$ cat config.mk
export PLATFORM = sky130hd
export DESIGN_NAME = multiplier_2x2
export DESIGN_NICKNAME = d
export VERILOG_FILES = /design/src/rtl/mult_pkg.sv /design/src/rtl/full_adder.sv /design/src/rtl/multiplier_2x2.sv
export SDC_FILE = /design/constraint.sdc
export NUM_CORES = 1
export LEC_CHECK = 0
export CORE_AREA = 2 2 39 41
export DETAILED_ROUTE_END_ITERATION = 8
export DIE_AREA = 0 0 41 43
export DONT_BUFFER_PORTS = 1
export PLACE_DENSITY = 0.3
export SYNTH_ARGS = -nofsm -noshare
export SYNTH_HDL_FRONTEND = slang
export SYNTH_HIERARCHICAL = 1
export SYNTH_SLANG_ARGS = --single-unit
$ cat constraint.sdc
create_clock -name clk -period 0.8 [get_ports clk]
set_input_delay 0.16 -clock clk [delete_from_list [all_inputs] [get_ports clk]]
set_output_delay 0.16 -clock clk [all_outputs]
set_load 0.03 [all_outputs]
$ cat src/rtl/mult_pkg.sv
// Shared definitions for the multiplier design-space-exploration candidates.
// Default sizing, product-width helper and product vector type.
package mult_pkg;

  localparam int WIDTH_DEFAULT = 2;
  localparam int PROD_W_DEFAULT = 2 * WIDTH_DEFAULT;

  function automatic int prod_width(input int w);
    return 2 * w;
  endfunction

  typedef logic [PROD_W_DEFAULT-1:0] prod_t;

endpackage

$ cat src/rtl/full_adder.sv
// One-bit full adder cell for the partial-product reduction array.
// Used as a half adder by tying cin to 0.
module full_adder (
  input  logic a,
  input  logic b,
  input  logic cin,
  output logic s,
  output logic cout
);

  logic w_axb;

  assign w_axb = a ^ b;
  assign s     = w_axb ^ cin;
  assign cout  = (a & b) | (cin & w_axb);

endmodule

$ cat src/rtl/multiplier_2x2.sv
// Unsigned array multiplier: partial products reduced by ripple-carry rows.
// Operand pair accepted on in_valid, product registered once.
module multiplier_2x2
  import mult_pkg::*;
#(
  parameter  int WIDTH = WIDTH_DEFAULT,
  localparam int PW    = prod_width(WIDTH)
) (
  input  logic             clk,
  input  logic             rst_n,
  input  logic             in_valid,
  input  logic [WIDTH-1:0] A,
  input  logic [WIDTH-1:0] B,
  output logic             out_valid,
  output logic [PW-1:0]    P
);

  logic [PW-1:0] w_prod;
  logic [PW-1:0] r_p;
  logic          r_vld;

  // Row i holds the running sum shifted so bit 0 is product bit i.
  // Each row adds the next partial product to the upper bits of
  // the previous row; the final row's upper bits are the top half.
  for (genvar i = 0; i < WIDTH; i++) begin : g_row
    logic [WIDTH-1:0] w_pp;
    logic [WIDTH:0]   w_s;

    assign w_pp = A & {WIDTH{B[i]}};

    if (i == 0) begin : g_first
      assign w_s = {1'b0, w_pp};
    end else begin : g_add
      for (genvar j = 0; j < WIDTH; j++) begin : g_col
        logic w_cin;
        logic w_co;

        if (j == 0) begin : g_ha
          assign w_cin = 1'b0;
        end else begin : g_fa
          assign w_cin = g_col[j-1].w_co;
        end

        full_adder u_fa (
          .a    (g_row[i-1].w_s[j+1]),
          .b    (w_pp[j]),
          .cin  (w_cin),
          .s    (w_s[j]),
          .cout (w_co)
        );
      end
      assign w_s[WIDTH] = g_col[WIDTH-1].w_co;
    end

    assign w_prod[i] = w_s[0];
  end

  assign w_prod[PW-1:WIDTH] = g_row[WIDTH-1].w_s[WIDTH:1];

  // Capture the product on valid input; hold it otherwise.
  always_ff @(posedge clk or negedge rst_n) begin
    if (!rst_n) begin
      r_p   <= '0;
      r_vld <= 1'b0;
    end else begin
      r_vld <= in_valid;
      if (in_valid) begin
        r_p <= w_prod;
      end
    end
  end

  assign P         = r_p;
  assign out_valid = r_vld;

endmodule

# Yosys cells after proc, flatten, opt, wreduce, memory -nomap -nowiden
# Cells that the tools add are included.
dict set report totals {
  ff_bits 5
  inputBits 7
  output_inout_bits 5
  word_cells 8
}
dict set report classes {
  bitwise_logic 6
}
# op n
set ops {}
lappend ops {{$and 2x2->2} 2}
lappend ops {{$and 1x1->1} 2}
lappend ops {{$xor 1x1->1} 2}

# Logic depth before layout (Yosys ltp)
dict set report depth {
  word_depth 3
  depth_mapped 4
  ltp_nobuf 4
}

# By module
# The synthesis kept the hierarchy.
# mod instances cells_each area_each_um2 seq_area_each_um2
set by_module_without_submodules {}
lappend by_module_without_submodules {multiplier_2x2 1 15 195.2 125.1}
lappend by_module_without_submodules {full_adder 2 1 20.0 0.0}

# Least setup slack after synthesis
# Ideal clock, no wire load.
dict set report synth_path {
  kind {input port to flip-flop}
  from {input B[0]}
  to {register r_p[2] (netlist: P[2])}
  setup_ps 125
  t_arrival_ps 1413
  t_required_ps 675
  slack_ps -738
  path_stages 4
  path_buffers 0
  path_cell_list {and2_1 fa_1 fa_1 mux2_2}
}
dict set report synth_via {
  elab_chain_len 3
}
# item line
set synth_lines {}
lappend synth_lines {{start: declaration} multiplier_2x2.sv:13} ;# input logic [WIDTH-1:0] B,
lappend synth_lines {{$and 2x2->2} multiplier_2x2.sv:29} ;# assign w_pp = A & {WIDTH{B[i]}};
lappend synth_lines {{$and 1x1->1} full_adder.sv:15} ;# assign cout = (a & b) | (cin & w_axb);
lappend synth_lines {{via g_row[1].g_add.g_col[0].w_co} multiplier_2x2.sv:36} ;# logic w_co;
lappend synth_lines {{$xor 1x1->1} full_adder.sv:14} ;# assign s = w_axb ^ cin;
lappend synth_lines {{via g_row[1].w_s[1]} multiplier_2x2.sv:27} ;# logic [WIDTH:0] w_s;
lappend synth_lines {{end signal: assignment} multiplier_2x2.sv:68} ;# r_p <= w_prod;
lappend synth_lines {{end: declaration} multiplier_2x2.sv:19} ;# logic [PW-1:0] r_p;
# The timed path passes the listed nets, and every way through them passes these cells.
# A chain may end at the register's enable or synchronous reset.

# Worst setup path in the final report
dict set report layout_path {
  from {input B[1]}
  to {register r_p[2] (netlist: P[2])}
}
# The elaborated chain is that of the path after synthesis.

==> flow_summary.yaml <==
outcome:
  outcome: "complete, but fails checks"
  violations: "setup timing"
detailed_routing:
  wl_per_cell_microns: 9.40
  ant_nets: 0
  via_per_inst: 3.50
  drt_iter0_markers: 0
  drt-pass1-iter-count: 1
  drc: 0
  routed_wl_microns: 451
  vias: 168
die:
  die_x_microns: 41
  rows: 14
  io_pins: 12
  coreArea_sq_um: 1380
  chipHeight_microns: 43
  initial_core_util_pct: 17.0
  die_area_sq_um: 1760
pwr:
  power.density_nw_per_um2: 2150
  irDropWorstVdd_uv: 478
  p_leak_nw: 0.192
  finalPower_mw: 0.873
synth:
  yosys_warnings: 6
  avgSynthCellArea_sq_um: 13.8
  seq_area_frac_synth_pct: 53.2
  ys_ff_latch: 5
  netlist.area_leader.share_pct: 53.2
  yosysUniqueCellTypes: 8
  ys_top_cells_by_area: "dfrtp_1, fa_1, mux2_2, and2_1, nand3_1"
  netlist_instances: 17
  synthesis.area_sq_um: 235
  synth_area_leader_cell: "dfrtp_1"
clock_tree:
  root_buffer: "clkbuf_4"
  insertion_delay_ns: 0.24
  cts_buffer_depth: 2
  cts_tree: "done"
  numCtsBuffers: 3
  clk_pin_slew_ns: 0.04
  cts_max_level: 1
  cts_sinks: 5
setup_path:
  crit_type: "in -> reg"
  required_ns: 0.92
  cpPeakStageDelay_ns: 0.41
  cpMaxStageDelayCell: "fa_2"
  cp-start-kind: "input pin"
  end_kind: "flop"
  cp_max_fo: 2
  crit_chain: "and2_4 > fa_2 > fa_2 > mux2_4"
  crit_arrival_ns: 1.32
  timing.critical_path.mode_cell: "fa_2"
placed_design:
  place.gp.congestion: 0.547
  dpl_worst_slack_ns: -0.727
  placed_area_sq_um: 307
  hpwlAfterDp_microns: 356
  io_buffer_count: 0
  dp.cells: 38
cells_and_area:
  nFillCells: 146
  fin_cells: 48
  register_area_sq_um: 126
  utilization_pct: 29.3
  area_growth_pct: 72.3
  n_antenna_cell: 0
  nets: 42
  multi_input_area_sq_um: 134
  layout-drive-gt1-share_pct: 62.5
  stdcell_area_sq_um: 405
global_routing:
  grt_pass1_vias: 188
  grt_first_pass_wirelength_microns: 641
  overflow: 0
  antenna_found_initial: 0
  grt_usage_pct: 6.27
  grt_max_degree: 7
sta:
  final.period_utilization_pct: 150
  fin_ws_ns: -0.399
  timing.final.max_slew_violations: 0
  hold_viol: 0
  rsz0062_at_grt: "true"
  setup_viol: 8
  period_needed_ns: 1.20
  skew_ns: 0
  fin_tns_setup_ns: -1.33
  hold_ws_ns: 0.0143
  max_freq_mhz: 834
worst_hold_path:
  hp-class: "in -> reg"
flow_run:
  drv_cap: 0
critical path: cells and delay by family:
family | cells | cell delay (ns)
fa+ha+maj | 2 | 0.76
mux | 1 | 0.26
simple gates | 1 | 0.14
kinds of logic (layout without fill, tap and decap cells):
group           count (synthesis)  count (layout)  synth area share (%)
compound gates                  1               1                  2.13
fa+ha+maj                       2               2                  17.0
buf+inv                         1              15                  1.59
flops                           5               5                  53.2
mux                             3               3                  14.4
other cells                     1               2                  1.59
simple gates                    4               4                  10.1
synthesized netlist by cell type:
master	instances
and2_1	3
conb_1	1
dfrtp_1	5
fa_1	2
inv_1	1
mux2_2	3
nand3_1	1
o21ai_0	1
routing by layer:
layer / track usage (%) / up-vias / part of all wire, %
met1: 6.91 / 78 / 40
met4: 8.00 / 0 / 0
li1: - / 81 / -
met2: 7.50 / 9 / 49
met3: 2.62 / 0 / 10
met5: 0 / - / 0
registers in the layout (all words and copies together) (netlist names):
name,flops
P,4
out_valid,1
what timing repair did:
action / 4_1_cts / 5_1_grt
endpoints found under the setup margin: 8 / 8
setup buffers: 3 / 1
hold buffers: 2 / 0
pin swaps: 3 / 1
resized for setup: 6 / 1
endpoints found under the hold margin: 6 / 0
final timing paths:
| check | start | end | slack, ns | cells past startpoint |
|---|---|---|---|---|
| max | B[1] | P[2] | -0.40 | 4 |
| min | in_valid | P[0] | 0.01 | 1 |
| max reg2reg | P[1] | P[1] | -0.08 | 2 |
| min reg2reg | P[2] | P[2] | 0.61 | 2 |
| max in group asynchronous | rst_n | out_valid | 0.39 | 1 |
| min in group asynchronous | rst_n | P[1] | 0.21 | 1 |
power breakdown:
group | internal (mW) | switching (mW) | total [mW]
sequential | 0.289 | 0.0265 | 0.315
combinational | 0.160 | 0.115 | 0.275
clock | 0.188 | 0.0952 | 0.283
total | 0.637 | 0.236 | 0.873
layout make-up:
| class | count | area share, % |
|---|---|---|
| Inverter | 1 | 0.926 |
| Clock buffer | 4 | 6.48 |
| Tap cell | 16 | 4.94 |
| Multi-Input combinational cell | 12 | 33.0 |
| Sequential cell | 5 | 31.2 |
| Timing Repair Buffer | 10 | 23.5 |
layout by cell type, fill, tap and decap left out, drive strengths merged:
cell	netlist	layout
and2	3	3
mux2	3	3
fa	2	2
buf	0	8
dfrtp	5	5
o21ai	1	1
nand3	1	1
conb	1	2
inv	1	1
dlygate4sd3	0	2
clkbuf	0	4
(Power assumes the default switching activity.)
